File: src/rtl/hsv_core_ctrlstatus_arbiter_if.sv
// Bundle shared by the CSR arbiter: core and debug requesters, flush handshake
// and the register-block CPU interface. slave = arbiter view, master = environment view.
interface hsv_core_ctrlstatus_arbiter_if;
    logic        flush_req;
    logic        flush_ack;

    logic        core_req;
    logic        core_is_wr;
    logic [15:0] core_addr;
    logic [31:0] core_wr_data;
    logic [31:0] core_wr_biten;
    logic        core_gnt;
    logic        core_rsp_valid;
    logic        core_rsp_err;
    logic [31:0] core_rd_data;

    logic        dbg_req;
    logic        dbg_is_wr;
    logic [15:0] dbg_addr;
    logic [31:0] dbg_wr_data;
    logic [31:0] dbg_wr_biten;
    logic        dbg_gnt;
    logic        dbg_rsp_valid;
    logic        dbg_rsp_err;
    logic [31:0] dbg_rd_data;

    logic        regs_req;
    logic        regs_req_is_wr;
    logic [15:0] regs_addr;
    logic [31:0] regs_wr_data;
    logic [31:0] regs_wr_biten;
    logic        regs_req_stall_wr;
    logic        regs_req_stall_rd;
    logic        regs_rd_ack;
    logic        regs_rd_err;
    logic        regs_wr_ack;
    logic        regs_wr_err;
    logic [31:0] regs_rd_data;

    modport slave (
        input  flush_req,
        output flush_ack,
        input  core_req, core_is_wr, core_addr, core_wr_data, core_wr_biten,
        output core_gnt, core_rsp_valid, core_rsp_err, core_rd_data,
        input  dbg_req, dbg_is_wr, dbg_addr, dbg_wr_data, dbg_wr_biten,
        output dbg_gnt, dbg_rsp_valid, dbg_rsp_err, dbg_rd_data,
        output regs_req, regs_req_is_wr, regs_addr, regs_wr_data, regs_wr_biten,
        input  regs_req_stall_wr, regs_req_stall_rd,
        input  regs_rd_ack, regs_rd_err, regs_wr_ack, regs_wr_err, regs_rd_data
    );

    modport master (
        output flush_req,
        input  flush_ack,
        output core_req, core_is_wr, core_addr, core_wr_data, core_wr_biten,
        input  core_gnt, core_rsp_valid, core_rsp_err, core_rd_data,
        output dbg_req, dbg_is_wr, dbg_addr, dbg_wr_data, dbg_wr_biten,
        input  dbg_gnt, dbg_rsp_valid, dbg_rsp_err, dbg_rd_data,
        input  regs_req, regs_req_is_wr, regs_addr, regs_wr_data, regs_wr_biten,
        output regs_req_stall_wr, regs_req_stall_rd,
        output regs_rd_ack, regs_rd_err, regs_wr_ack, regs_wr_err, regs_rd_data
    );
endinterface

File: src/rtl/hsv_core_ctrlstatus_arbiter.sv
// Two-requester (core / debug) arbiter for the CSR register-block CPU port, one
// transaction in flight. HSV_CORE_CSR_ARB_STARVE_GUARD_EN adds debug starvation guard.
module hsv_core_ctrlstatus_arbiter #(
    parameter int DBG_MAX_WAIT = 8
) (
    input logic                           clk_core,
    input logic                           rst_core_n,
    hsv_core_ctrlstatus_arbiter_if.slave  bus
);
    typedef enum logic [1:0] {IDLE, WAIT_CORE, WAIT_DBG} state_t;

    state_t r_state;
    state_t w_state_nxt;
    logic   r_is_wr;
    logic   r_flush_ack;

    logic w_core_elig, w_dbg_elig, w_starve;
    logic w_idle, w_core_win, w_dbg_win, w_gnt_wr;
    logic w_ack_gnt, w_ack_wait;

    assign w_core_elig = bus.core_req & ~bus.flush_req &
                         ~(bus.core_is_wr ? bus.regs_req_stall_wr : bus.regs_req_stall_rd);
    assign w_dbg_elig  = bus.dbg_req &
                         ~(bus.dbg_is_wr ? bus.regs_req_stall_wr : bus.regs_req_stall_rd);

    // Reset qualifies the grant so every output is quiet while reset is held.
    assign w_idle     = (r_state == IDLE) & rst_core_n;
    assign w_dbg_win  = w_idle & w_dbg_elig & (~w_core_elig | w_starve);
    assign w_core_win = w_idle & w_core_elig & ~w_dbg_win;
    assign w_gnt_wr   = w_core_win ? bus.core_is_wr : bus.dbg_is_wr;
    assign w_ack_gnt  = w_gnt_wr ? bus.regs_wr_ack : bus.regs_rd_ack;
    assign w_ack_wait = r_is_wr  ? bus.regs_wr_ack : bus.regs_rd_ack;

`ifdef HSV_CORE_CSR_ARB_STARVE_GUARD_EN
    localparam int CW = $clog2(DBG_MAX_WAIT + 1);
    logic [CW-1:0] r_dbg_wait_cnt;

    always_ff @(posedge clk_core or negedge rst_core_n) begin
        if (!rst_core_n) begin
            r_dbg_wait_cnt <= '0;
        end else if (bus.dbg_req && !w_dbg_win) begin
            if (r_dbg_wait_cnt != CW'(DBG_MAX_WAIT))
                r_dbg_wait_cnt <= r_dbg_wait_cnt + 1'b1;
        end else begin
            r_dbg_wait_cnt <= '0;
        end
    end

    assign w_starve = (r_dbg_wait_cnt == CW'(DBG_MAX_WAIT));
`else
    logic w_unused_cfg;
    assign w_unused_cfg = (DBG_MAX_WAIT < 1);
    assign w_starve     = 1'b0;
`endif

    always_ff @(posedge clk_core or negedge rst_core_n) begin
        if (!rst_core_n) begin
            r_state     <= IDLE;
            r_is_wr     <= 1'b0;
            r_flush_ack <= 1'b0;
        end else begin
            r_state     <= w_state_nxt;
            if (w_core_win || w_dbg_win)
                r_is_wr <= w_gnt_wr;
            r_flush_ack <= bus.flush_req & (r_state != WAIT_CORE) & ~w_core_win;
        end
    end

    always_comb begin
        w_state_nxt = r_state;
        case (r_state)
            IDLE: begin
                if (w_core_win && !w_ack_gnt)     w_state_nxt = WAIT_CORE;
                else if (w_dbg_win && !w_ack_gnt) w_state_nxt = WAIT_DBG;
            end
            WAIT_CORE, WAIT_DBG: begin
                if (w_ack_wait) w_state_nxt = IDLE;
            end
            default: w_state_nxt = IDLE;
        endcase
    end

    logic w_rsp_core, w_rsp_dbg, w_rsp_wr;

    always_comb begin
        w_rsp_core = 1'b0;
        w_rsp_dbg  = 1'b0;
        w_rsp_wr   = 1'b0;
        case (r_state)
            IDLE: begin
                w_rsp_core = w_core_win & w_ack_gnt;
                w_rsp_dbg  = w_dbg_win  & w_ack_gnt;
                w_rsp_wr   = w_gnt_wr;
            end
            WAIT_CORE: begin
                w_rsp_core = w_ack_wait & rst_core_n;
                w_rsp_wr   = r_is_wr;
            end
            WAIT_DBG: begin
                w_rsp_dbg  = w_ack_wait & rst_core_n;
                w_rsp_wr   = r_is_wr;
            end
            default: ;
        endcase
    end

    always_comb begin
        bus.flush_ack      = r_flush_ack;
        bus.core_gnt       = w_core_win;
        bus.dbg_gnt        = w_dbg_win;
        bus.regs_req       = w_core_win | w_dbg_win;
        bus.regs_req_is_wr = 1'b0;
        bus.regs_addr      = '0;
        bus.regs_wr_data   = '0;
        bus.regs_wr_biten  = '0;
        if (w_core_win) begin
            bus.regs_req_is_wr = bus.core_is_wr;
            bus.regs_addr      = bus.core_addr;
            bus.regs_wr_data   = bus.core_wr_data;
            bus.regs_wr_biten  = bus.core_wr_biten;
        end else if (w_dbg_win) begin
            bus.regs_req_is_wr = bus.dbg_is_wr;
            bus.regs_addr      = bus.dbg_addr;
            bus.regs_wr_data   = bus.dbg_wr_data;
            bus.regs_wr_biten  = bus.dbg_wr_biten;
        end
        // Responses reach only the owner and only in the ack cycle.
        bus.core_rsp_valid = w_rsp_core;
        bus.core_rsp_err   = w_rsp_core & (w_rsp_wr ? bus.regs_wr_err : bus.regs_rd_err);
        bus.core_rd_data   = (w_rsp_core & ~w_rsp_wr) ? bus.regs_rd_data : 32'h0;
        bus.dbg_rsp_valid  = w_rsp_dbg;
        bus.dbg_rsp_err    = w_rsp_dbg & (w_rsp_wr ? bus.regs_wr_err : bus.regs_rd_err);
        bus.dbg_rd_data    = (w_rsp_dbg & ~w_rsp_wr) ? bus.regs_rd_data : 32'h0;
    end
endmodule

File: src/flat_wrapper.sv
// flat-port wrapper written by rule: the top's interface ports become plain ports
module hsv_core_ctrlstatus_arbiter_flat 
#(
    parameter int DBG_MAX_WAIT = 8
)
  (clk_core, rst_core_n, bus_flush_req, bus_flush_ack, bus_core_req, bus_core_is_wr, bus_core_addr, bus_core_wr_data, bus_core_wr_biten, bus_core_gnt, bus_core_rsp_valid, bus_core_rsp_err, bus_core_rd_data, bus_dbg_req, bus_dbg_is_wr, bus_dbg_addr, bus_dbg_wr_data, bus_dbg_wr_biten, bus_dbg_gnt, bus_dbg_rsp_valid, bus_dbg_rsp_err, bus_dbg_rd_data, bus_regs_req, bus_regs_req_is_wr, bus_regs_addr, bus_regs_wr_data, bus_regs_wr_biten, bus_regs_req_stall_wr, bus_regs_req_stall_rd, bus_regs_rd_ack, bus_regs_rd_err, bus_regs_wr_ack, bus_regs_wr_err, bus_regs_rd_data);
  hsv_core_ctrlstatus_arbiter_if bus_i ();
  input logic clk_core;
  input logic rst_core_n;
  input wire logic [$bits(bus_i.flush_req)-1:0] bus_flush_req;
  output wire logic [$bits(bus_i.flush_ack)-1:0] bus_flush_ack;
  input wire logic [$bits(bus_i.core_req)-1:0] bus_core_req;
  input wire logic [$bits(bus_i.core_is_wr)-1:0] bus_core_is_wr;
  input wire logic [$bits(bus_i.core_addr)-1:0] bus_core_addr;
  input wire logic [$bits(bus_i.core_wr_data)-1:0] bus_core_wr_data;
  input wire logic [$bits(bus_i.core_wr_biten)-1:0] bus_core_wr_biten;
  output wire logic [$bits(bus_i.core_gnt)-1:0] bus_core_gnt;
  output wire logic [$bits(bus_i.core_rsp_valid)-1:0] bus_core_rsp_valid;
  output wire logic [$bits(bus_i.core_rsp_err)-1:0] bus_core_rsp_err;
  output wire logic [$bits(bus_i.core_rd_data)-1:0] bus_core_rd_data;
  input wire logic [$bits(bus_i.dbg_req)-1:0] bus_dbg_req;
  input wire logic [$bits(bus_i.dbg_is_wr)-1:0] bus_dbg_is_wr;
  input wire logic [$bits(bus_i.dbg_addr)-1:0] bus_dbg_addr;
  input wire logic [$bits(bus_i.dbg_wr_data)-1:0] bus_dbg_wr_data;
  input wire logic [$bits(bus_i.dbg_wr_biten)-1:0] bus_dbg_wr_biten;
  output wire logic [$bits(bus_i.dbg_gnt)-1:0] bus_dbg_gnt;
  output wire logic [$bits(bus_i.dbg_rsp_valid)-1:0] bus_dbg_rsp_valid;
  output wire logic [$bits(bus_i.dbg_rsp_err)-1:0] bus_dbg_rsp_err;
  output wire logic [$bits(bus_i.dbg_rd_data)-1:0] bus_dbg_rd_data;
  output wire logic [$bits(bus_i.regs_req)-1:0] bus_regs_req;
  output wire logic [$bits(bus_i.regs_req_is_wr)-1:0] bus_regs_req_is_wr;
  output wire logic [$bits(bus_i.regs_addr)-1:0] bus_regs_addr;
  output wire logic [$bits(bus_i.regs_wr_data)-1:0] bus_regs_wr_data;
  output wire logic [$bits(bus_i.regs_wr_biten)-1:0] bus_regs_wr_biten;
  input wire logic [$bits(bus_i.regs_req_stall_wr)-1:0] bus_regs_req_stall_wr;
  input wire logic [$bits(bus_i.regs_req_stall_rd)-1:0] bus_regs_req_stall_rd;
  input wire logic [$bits(bus_i.regs_rd_ack)-1:0] bus_regs_rd_ack;
  input wire logic [$bits(bus_i.regs_rd_err)-1:0] bus_regs_rd_err;
  input wire logic [$bits(bus_i.regs_wr_ack)-1:0] bus_regs_wr_ack;
  input wire logic [$bits(bus_i.regs_wr_err)-1:0] bus_regs_wr_err;
  input wire logic [$bits(bus_i.regs_rd_data)-1:0] bus_regs_rd_data;
  assign bus_i.flush_req = bus_flush_req;
  assign bus_flush_ack = bus_i.flush_ack;
  assign bus_i.core_req = bus_core_req;
  assign bus_i.core_is_wr = bus_core_is_wr;
  assign bus_i.core_addr = bus_core_addr;
  assign bus_i.core_wr_data = bus_core_wr_data;
  assign bus_i.core_wr_biten = bus_core_wr_biten;
  assign bus_core_gnt = bus_i.core_gnt;
  assign bus_core_rsp_valid = bus_i.core_rsp_valid;
  assign bus_core_rsp_err = bus_i.core_rsp_err;
  assign bus_core_rd_data = bus_i.core_rd_data;
  assign bus_i.dbg_req = bus_dbg_req;
  assign bus_i.dbg_is_wr = bus_dbg_is_wr;
  assign bus_i.dbg_addr = bus_dbg_addr;
  assign bus_i.dbg_wr_data = bus_dbg_wr_data;
  assign bus_i.dbg_wr_biten = bus_dbg_wr_biten;
  assign bus_dbg_gnt = bus_i.dbg_gnt;
  assign bus_dbg_rsp_valid = bus_i.dbg_rsp_valid;
  assign bus_dbg_rsp_err = bus_i.dbg_rsp_err;
  assign bus_dbg_rd_data = bus_i.dbg_rd_data;
  assign bus_regs_req = bus_i.regs_req;
  assign bus_regs_req_is_wr = bus_i.regs_req_is_wr;
  assign bus_regs_addr = bus_i.regs_addr;
  assign bus_regs_wr_data = bus_i.regs_wr_data;
  assign bus_regs_wr_biten = bus_i.regs_wr_biten;
  assign bus_i.regs_req_stall_wr = bus_regs_req_stall_wr;
  assign bus_i.regs_req_stall_rd = bus_regs_req_stall_rd;
  assign bus_i.regs_rd_ack = bus_regs_rd_ack;
  assign bus_i.regs_rd_err = bus_regs_rd_err;
  assign bus_i.regs_wr_ack = bus_regs_wr_ack;
  assign bus_i.regs_wr_err = bus_regs_wr_err;
  assign bus_i.regs_rd_data = bus_regs_rd_data;
  hsv_core_ctrlstatus_arbiter #(.DBG_MAX_WAIT(DBG_MAX_WAIT)) u_core (.clk_core(clk_core), .rst_core_n(rst_core_n), .bus(bus_i));
endmodule
File: config.mk
export PLATFORM = sky130hd
export DESIGN_NAME = hsv_core_ctrlstatus_arbiter_flat
export DESIGN_NICKNAME = d
export VERILOG_FILES = /design/src/rtl/hsv_core_ctrlstatus_arbiter_if.sv /design/src/rtl/hsv_core_ctrlstatus_arbiter.sv /design/src/flat_wrapper.sv
export SDC_FILE = /design/constraint.sdc
export NUM_CORES = 1
export LEC_CHECK = 0
export CAP_MARGIN = 20
export CORE_AREA = 2 2 139 141
export DETAILED_ROUTE_END_ITERATION = 10
export DIE_AREA = 0 0 141 143
export SLEW_MARGIN = 30
export SYNTH_ARGS = -nofsm -noshare
export SYNTH_HDL_FRONTEND = slang
export SYNTH_SLANG_ARGS = --single-unit
File: constraint.sdc
create_clock -name clk_core -period 2.6 [get_ports clk_core]
set_input_delay 0.52 -clock clk_core [delete_from_list [all_inputs] [get_ports clk_core]]
set_output_delay 0.52 -clock clk_core [all_outputs]
set_load 0.02 [all_outputs]
* After elaboration in Yosys (flattened, before gate mapping)
Index checks and enable logic that the tools add are counted.
Word-level totals: bits in latches 0, input bits 205, memories 0, register bits 4, memory bits (read-only) 0, RAM bits 0, output and inout bits 153, word-level logic and storage cells 63
Cells by class: divide/modulo/power cells 0, bitwise logic cells 25, multiplexer cells 23, shift-type cells 0, $lt $le $gt $ge 0, $mul 0, reductions and logical operators 7, equality and inequality tests 5, add/subtract/negate cells 0
Operator list (count):
- $mux W32 | 6
- $mux W16 | 2
- $and A1 B1 Y1 | 17
- $mux W1 | 8
- $not A1 Y1 | 7
- $mux W2 | 3
- $pmux W1 S2 | 3
- $ne A2 B1 Y1 const B | 2
- $pmux W2 S2 | 1
- $ne A3 B3 Y1 const B | 1
- $eq A2 B1 Y1 const B | 1
- $eq A2 B2 Y1 const B | 1
- $logic_and A1 B1 Y1 | 2
- $logic_not A2 Y1 | 1
- $reduce_and A2 Y1 | 1
- $reduce_or A2 Y1 | 1
- $logic_not A1 Y1 | 1
- $logic_or A1 B1 Y1 | 1
- $or A1 B1 Y1 | 1

* Longest topological paths before layout
depth in word-level cells 14, gate-level depth with buffers 8, gate-level depth less buffers 6

* Worst setup path after synthesis
No wires, ideal clock.
kind register to output, start reg u_core.r_state[0], end out bus_core_rd_data[10], arrival 2.101 ns, buffers on the path 2, required time 2.080 ns, slack -0.021 ns, cell stages (with the launch flop) 9, cell sequence dfrtp_1 -> inv_1 -> ha_1 -> and4b_1 -> and3_1 -> clkbuf_1 -> a21oi_2 -> clkbuf_1 -> nor3b_1
On the way: cells in the longest elaborated chain, start to end 12, elaborated cells on any way between the ends 18, classes of those cells 2 x eq/ne; 5 x mux; 9 x bitwise; 2 x reduce/logical
RTL lines:
- start, declared | line hsv_core_ctrlstatus_arbiter.sv:12 | state_t r_state;
- start signal, assigned | line hsv_core_ctrlstatus_arbiter.sv:62 | r_state <= w_state_nxt;
- $logic_not A2 Y1 | line hsv_core_ctrlstatus_arbiter.sv:27, hsv_core_ctrlstatus_arbiter.sv:89
- $and A1 B1 Y1 | line hsv_core_ctrlstatus_arbiter.sv:27 | assign w_idle = (r_state == IDLE) & rst_core_n;
- $and A1 B1 Y1 (2 in series) | line hsv_core_ctrlstatus_arbiter.sv:28 | assign w_dbg_win = w_idle & w_dbg_elig & (~w_core_elig | w_starve);
- $not A1 Y1 | line hsv_core_ctrlstatus_arbiter.sv:29 | assign w_core_win = w_idle & w_core_elig & ~w_dbg_win;
- $and A1 B1 Y1 | line hsv_core_ctrlstatus_arbiter.sv:29
- $mux W1 | line hsv_core_ctrlstatus_arbiter.sv:30 | assign w_gnt_wr = w_core_win ? bus.core_is_wr : bus.dbg_is_wr;
- $mux W1 | line hsv_core_ctrlstatus_arbiter.sv:31 | assign w_ack_gnt = w_gnt_wr ? bus.regs_wr_ack : bus.regs_rd_ack;
- $and A1 B1 Y1 | line hsv_core_ctrlstatus_arbiter.sv:91 | w_rsp_core = w_core_win & w_ack_gnt;
- $pmux W1 S2 | line hsv_core_ctrlstatus_arbiter.sv:89 | case (r_state)
- $and A1 B1 Y1 (*) | line hsv_core_ctrlstatus_arbiter.sv:130 | bus.core_rd_data = (w_rsp_core & ~w_rsp_wr) ? bus.regs_rd_data : 32'h0;
- $mux W32 (*) | line hsv_core_ctrlstatus_arbiter.sv:130
- end, declared | line flat_wrapper.sv:20 | output wire logic [$bits(bus_i.core_rd_data)-1:0] bus_core_rd_data;
Every way passes the cells marked *; elsewhere a longest branch is shown, timed or not.

* Worst setup path in the final report
start reg u_core.r_state[0], end out bus_dbg_rd_data[30]
On the way: cells in the longest elaborated chain, start to end 12, elaborated cells on any way between the ends 18, classes of those cells 2 x eq/ne; 5 x mux; 9 x bitwise; 2 x reduce/logical
RTL lines:
- $logic_not A2 Y1 | line hsv_core_ctrlstatus_arbiter.sv:27, hsv_core_ctrlstatus_arbiter.sv:89
- $and A1 B1 Y1 | line hsv_core_ctrlstatus_arbiter.sv:27
- $and A1 B1 Y1 (2 in series) | line hsv_core_ctrlstatus_arbiter.sv:28
- $not A1 Y1 | line hsv_core_ctrlstatus_arbiter.sv:29
- $and A1 B1 Y1 | line hsv_core_ctrlstatus_arbiter.sv:29
- $mux W1 | line hsv_core_ctrlstatus_arbiter.sv:30
- $mux W1 | line hsv_core_ctrlstatus_arbiter.sv:31
- $and A1 B1 Y1 | line hsv_core_ctrlstatus_arbiter.sv:92 | w_rsp_dbg = w_dbg_win & w_ack_gnt;
- $pmux W1 S2 | line hsv_core_ctrlstatus_arbiter.sv:89
- $and A1 B1 Y1 (*) | line hsv_core_ctrlstatus_arbiter.sv:133 | bus.dbg_rd_data = (w_rsp_dbg & ~w_rsp_wr) ? bus.regs_rd_data : 32'h0;
- $mux W32 (*) | line hsv_core_ctrlstatus_arbiter.sv:133
- end, declared | line flat_wrapper.sv:29 | output wire logic [$bits(bus_i.dbg_rd_data)-1:0] bus_dbg_rd_data;
Marked as above.

==> summary.txt <==
CP Launch Type = flop
DR vias = 4279
Pins Over Slew Limit = 0
Syn Inst Count = 277
RSZ-0062 raised after global routing = true
GR Util All Layers = 0.170
slowest CP cell = dfrtp_1
Detailed Place HPWL = 14.2 mm
crit path DAT = 2.27 ns
Max-Cap Viols = 0
initial DRC count = 122
Net Sw Frac = 0.427
setup ws final = -0.192 ns
Synth area leader = a22o_1
design area = 0.00786 mm2
TritonCTS buffer count = 3
slew margin rel. = 0.794
antenna diode count = 0
Final Setup Violations = 142
CP cell instances = inv_2 -> ha_4 -> buf_6 -> nand3_4 -> a311oi_4 -> buf_4 -> o21ai_4 -> buf_6 -> buf_16 -> a211oi_2 -> buf_4
total die area = 0.0202 mm2
CP top delay family = buffers and inverters
wire length per cell = 21.3 um
Worst EP required = 2.08 ns
mux share of post-synthesis cell area = 0.0335
vias in the first global route = 4138
CP max FO = 5
share of the synthesized area in the top cell type = 0.348
P&R area growth vs syn = 290%
EDFF count, synth = 0
Buf+Inv Stages, Crit Path = 6
I/O pin count = 358
outcome = complete, but fails checks
Sequential Power Share = 0.029
CTS Hold Bufs = 0
Worst-Skew Late Latency = 0.22 ns
Die W = 141 um
count of different cell masters after synthesis = 43
Die Height = 143 um
placed cell areas = 0.00613 mm2
IO Port Bufs = 357
LEAKAGE = 0.00339 uW
TritonRoute pass-1 iters = 4
Seq cells post-synth = 4
power per cell area = 467 mW/mm2
Area contributors post-synth = a22o_1, nor3b_1, nand4_1
Fin. Hold Viols = 0
Detailed Route WL = 20.0 mm
Via density = 4.55
CTS tree = done
share of cells above drive strength 1 = 0.526
FFs w/ async S/R, synth = 1.00
clk buf depth = 2
period utilisation layout = 1.07
Multi-input gate area = 0.00230 mm2
clk root buf = clkbuf_16
Seq. cell area = 100 um2
H-tree lvl count = 1
first-pass GRT wire length = 26.2 mm
Compound-Gate Fraction of Synth Area = 0.501
starting density of the core = 0.108
fin crit period = 2.79 ns
Internal Dissipation = 2100 uW
number of routed nets with antenna violations = 0
Seq/Total Area, Yosys = 0.0497
worst slew pin tran = 0.300 ns
global route total overflow = 0
crit end category = primary output
syn avg cell area = 7.28 um2
Synth Cell Area = 0.00202 mm2
core area = 0.0186 mm2
kind of critical path = reg -> out
RD Place Congestion = 0.794
Synth Warn # = 0
Post-Syn Nets = 486
Rows = 50
Peak VDD IR = 235 uV
Max Fclk = 358 MHz
clock power share = 0.064
Largest stage delay, worst path = 0.39 ns
Hold Path Class = in -> async
WHS = 0.249 ns
largest family of logic cells by synthesized area = compound AO/OA/AOI/OAI gates
CTS clk-pin slew, worst paths = 0.03 ns
Synth Flop Type = dfrtp_1
P_sw = 1570 uW
Synth Area in Simple Gates = 0.272
failing checks = setup timing
largest net degree at the start of global routing = 35
Adder-Cell Fraction of Synth Area = 0.0248
Final Skew = 0.00295 ns
fin nets = 918
DRC = 0
filler cell count = 1794
CTS sink cnt = 4
initial antenna violation count = 0
xor/xnor share of the synthesized area = 0
part of the power in combinational logic = 0.906
[cell families after synthesis]
group / count (synthesis)
buffers and inverters: 53
muxes: 6
adders and majority gates: 4
DFF: 4
and+or+nand+nor: 85
AOI/OAI and AO/OA: 125
[synth_stat cells, types with 2 or more instances]
library cell / instances
nor2_1: 2
inv_1: 14
ha_1: 4
a211oi_2: 4
nor3b_1: 25
nand3b_1: 2
mux2i_1: 3
clkbuf_1: 18
dfrtp_1: 4
mux2_2: 2
a211oi_1: 4
buf_4: 4
nand4_1: 26
and2_1: 2
a22o_1: 80
nand3_1: 2
nand2_1: 8
nor2b_1: 3
buf_2: 15
a21oi_1: 25
nor3_1: 8
[sequential cells by signal, indices dropped and copies added, names as in the netlist]
register              flops
u_core.r_is_wr            1
u_core.r_state            2
u_core.bus.flush_ack      1
[worst paths after layout]
| path | cells after the start | endpoint | start | slack, ns |
|---|---|---|---|---|
| worst min register to register | 2 | u_core.r_is_wr | u_core.r_is_wr | 0.65 |
| worst max register to register | 12 | u_core.r_state[0] | u_core.r_state[0] | 0.31 |
| min in group clk_core | 2 | u_core.r_is_wr | u_core.r_is_wr | 0.65 |
| worst min-delay path | 2 | u_core.bus.flush_ack | rst_core_n | 0.25 |
| max in group asynchronous | 2 | u_core.r_is_wr | rst_core_n | 2.24 |
| worst max-delay path | 11 | bus_dbg_rd_data[30] | u_core.r_state[0] | -0.19 |
[cell usage in the layout, fill, tap and decap left out, types with 2 or more instances in the layout]
master,count
mux2_4,2
a21oi_2,19
nor3_2,5
buf_4,79
buf_16,5
a22o_1,66
nand2_1,5
nor3_4,3
dfrtp_1,4
inv_2,3
and2_1,2
a211oi_2,7
nor3b_1,2
nor3b_2,16
dlygate4sd2_1,4
nand4_1,26
inv_1,11
a21oi_4,7
nor3b_4,7
ha_1,3
buf_12,18
buf_2,7
nand3_4,2
buf_8,11
a22o_4,14
nor2b_2,2
clkdlybuf4s50_1,195
clkbuf_16,11
buf_6,136
nand2_2,2
mux2i_1,2
nand3b_1,2
[per-layer routing]
| layer | up-vias | share of wire | wire length, um | global-route usage |
|---|---|---|---|---|
| met5 | - | 0 | 0 | 0 |
| met4 | 0 | 0.025 | 497 | 0.0258 |
| met3 | 21 | 0.082 | 1650 | 0.0426 |
| met2 | 249 | 0.51 | 10200 | 0.313 |
| met1 | 2025 | 0.39 | 7700 | 0.204 |
| li1 | 1984 | - | - | - |
[power by group through the flow]
stage / logic (uW) / registers [uW] / clock network (uW)
finish: 3330 / 107 / 237
detailed placement: 2070 / 107 / 0
global placement: 2070 / 109 / 0
global route: 3470 / 110 / 246
floorplan: 943 / 108 / 0
CTS: 2750 / 107 / 240
[area by class of cell]
cell class,instances,share of cell area
clock buffer,3,0.00956
sequential,4,0.0127
multi-input combinational,220,0.293
inverter,14,0.00669
timing repair buffer,466,0.641
tap,234,0.0373
[metrics by stage]
step | utilization | setup TNS (ns) | total power, uW | setup slack, ns | instances
floorplan | - | -0.437 | 1050 | -0.0214 | 277
global placement | 0.330 | -130.57 | 2180 | -0.994 | 875
detailed placement | 0.330 | -130.88 | 2180 | -0.988 | 875
CTS | 0.363 | -5.06 | 3100 | -0.183 | 923
global route | 0.423 | -25.18 | 3830 | -0.285 | 941
finish | 0.423 | -13.39 | 3670 | -0.192 | 941
[repair_timing]
action | 4_1_cts | 5_1_grt
setup buffers | 39 | 19
cloned | 9 | 9
pin swaps | 16 | 42
resized for setup | 751 | 296
endpoints found under the setup margin | 155 | 151
(Power assumes the default switching activity.)
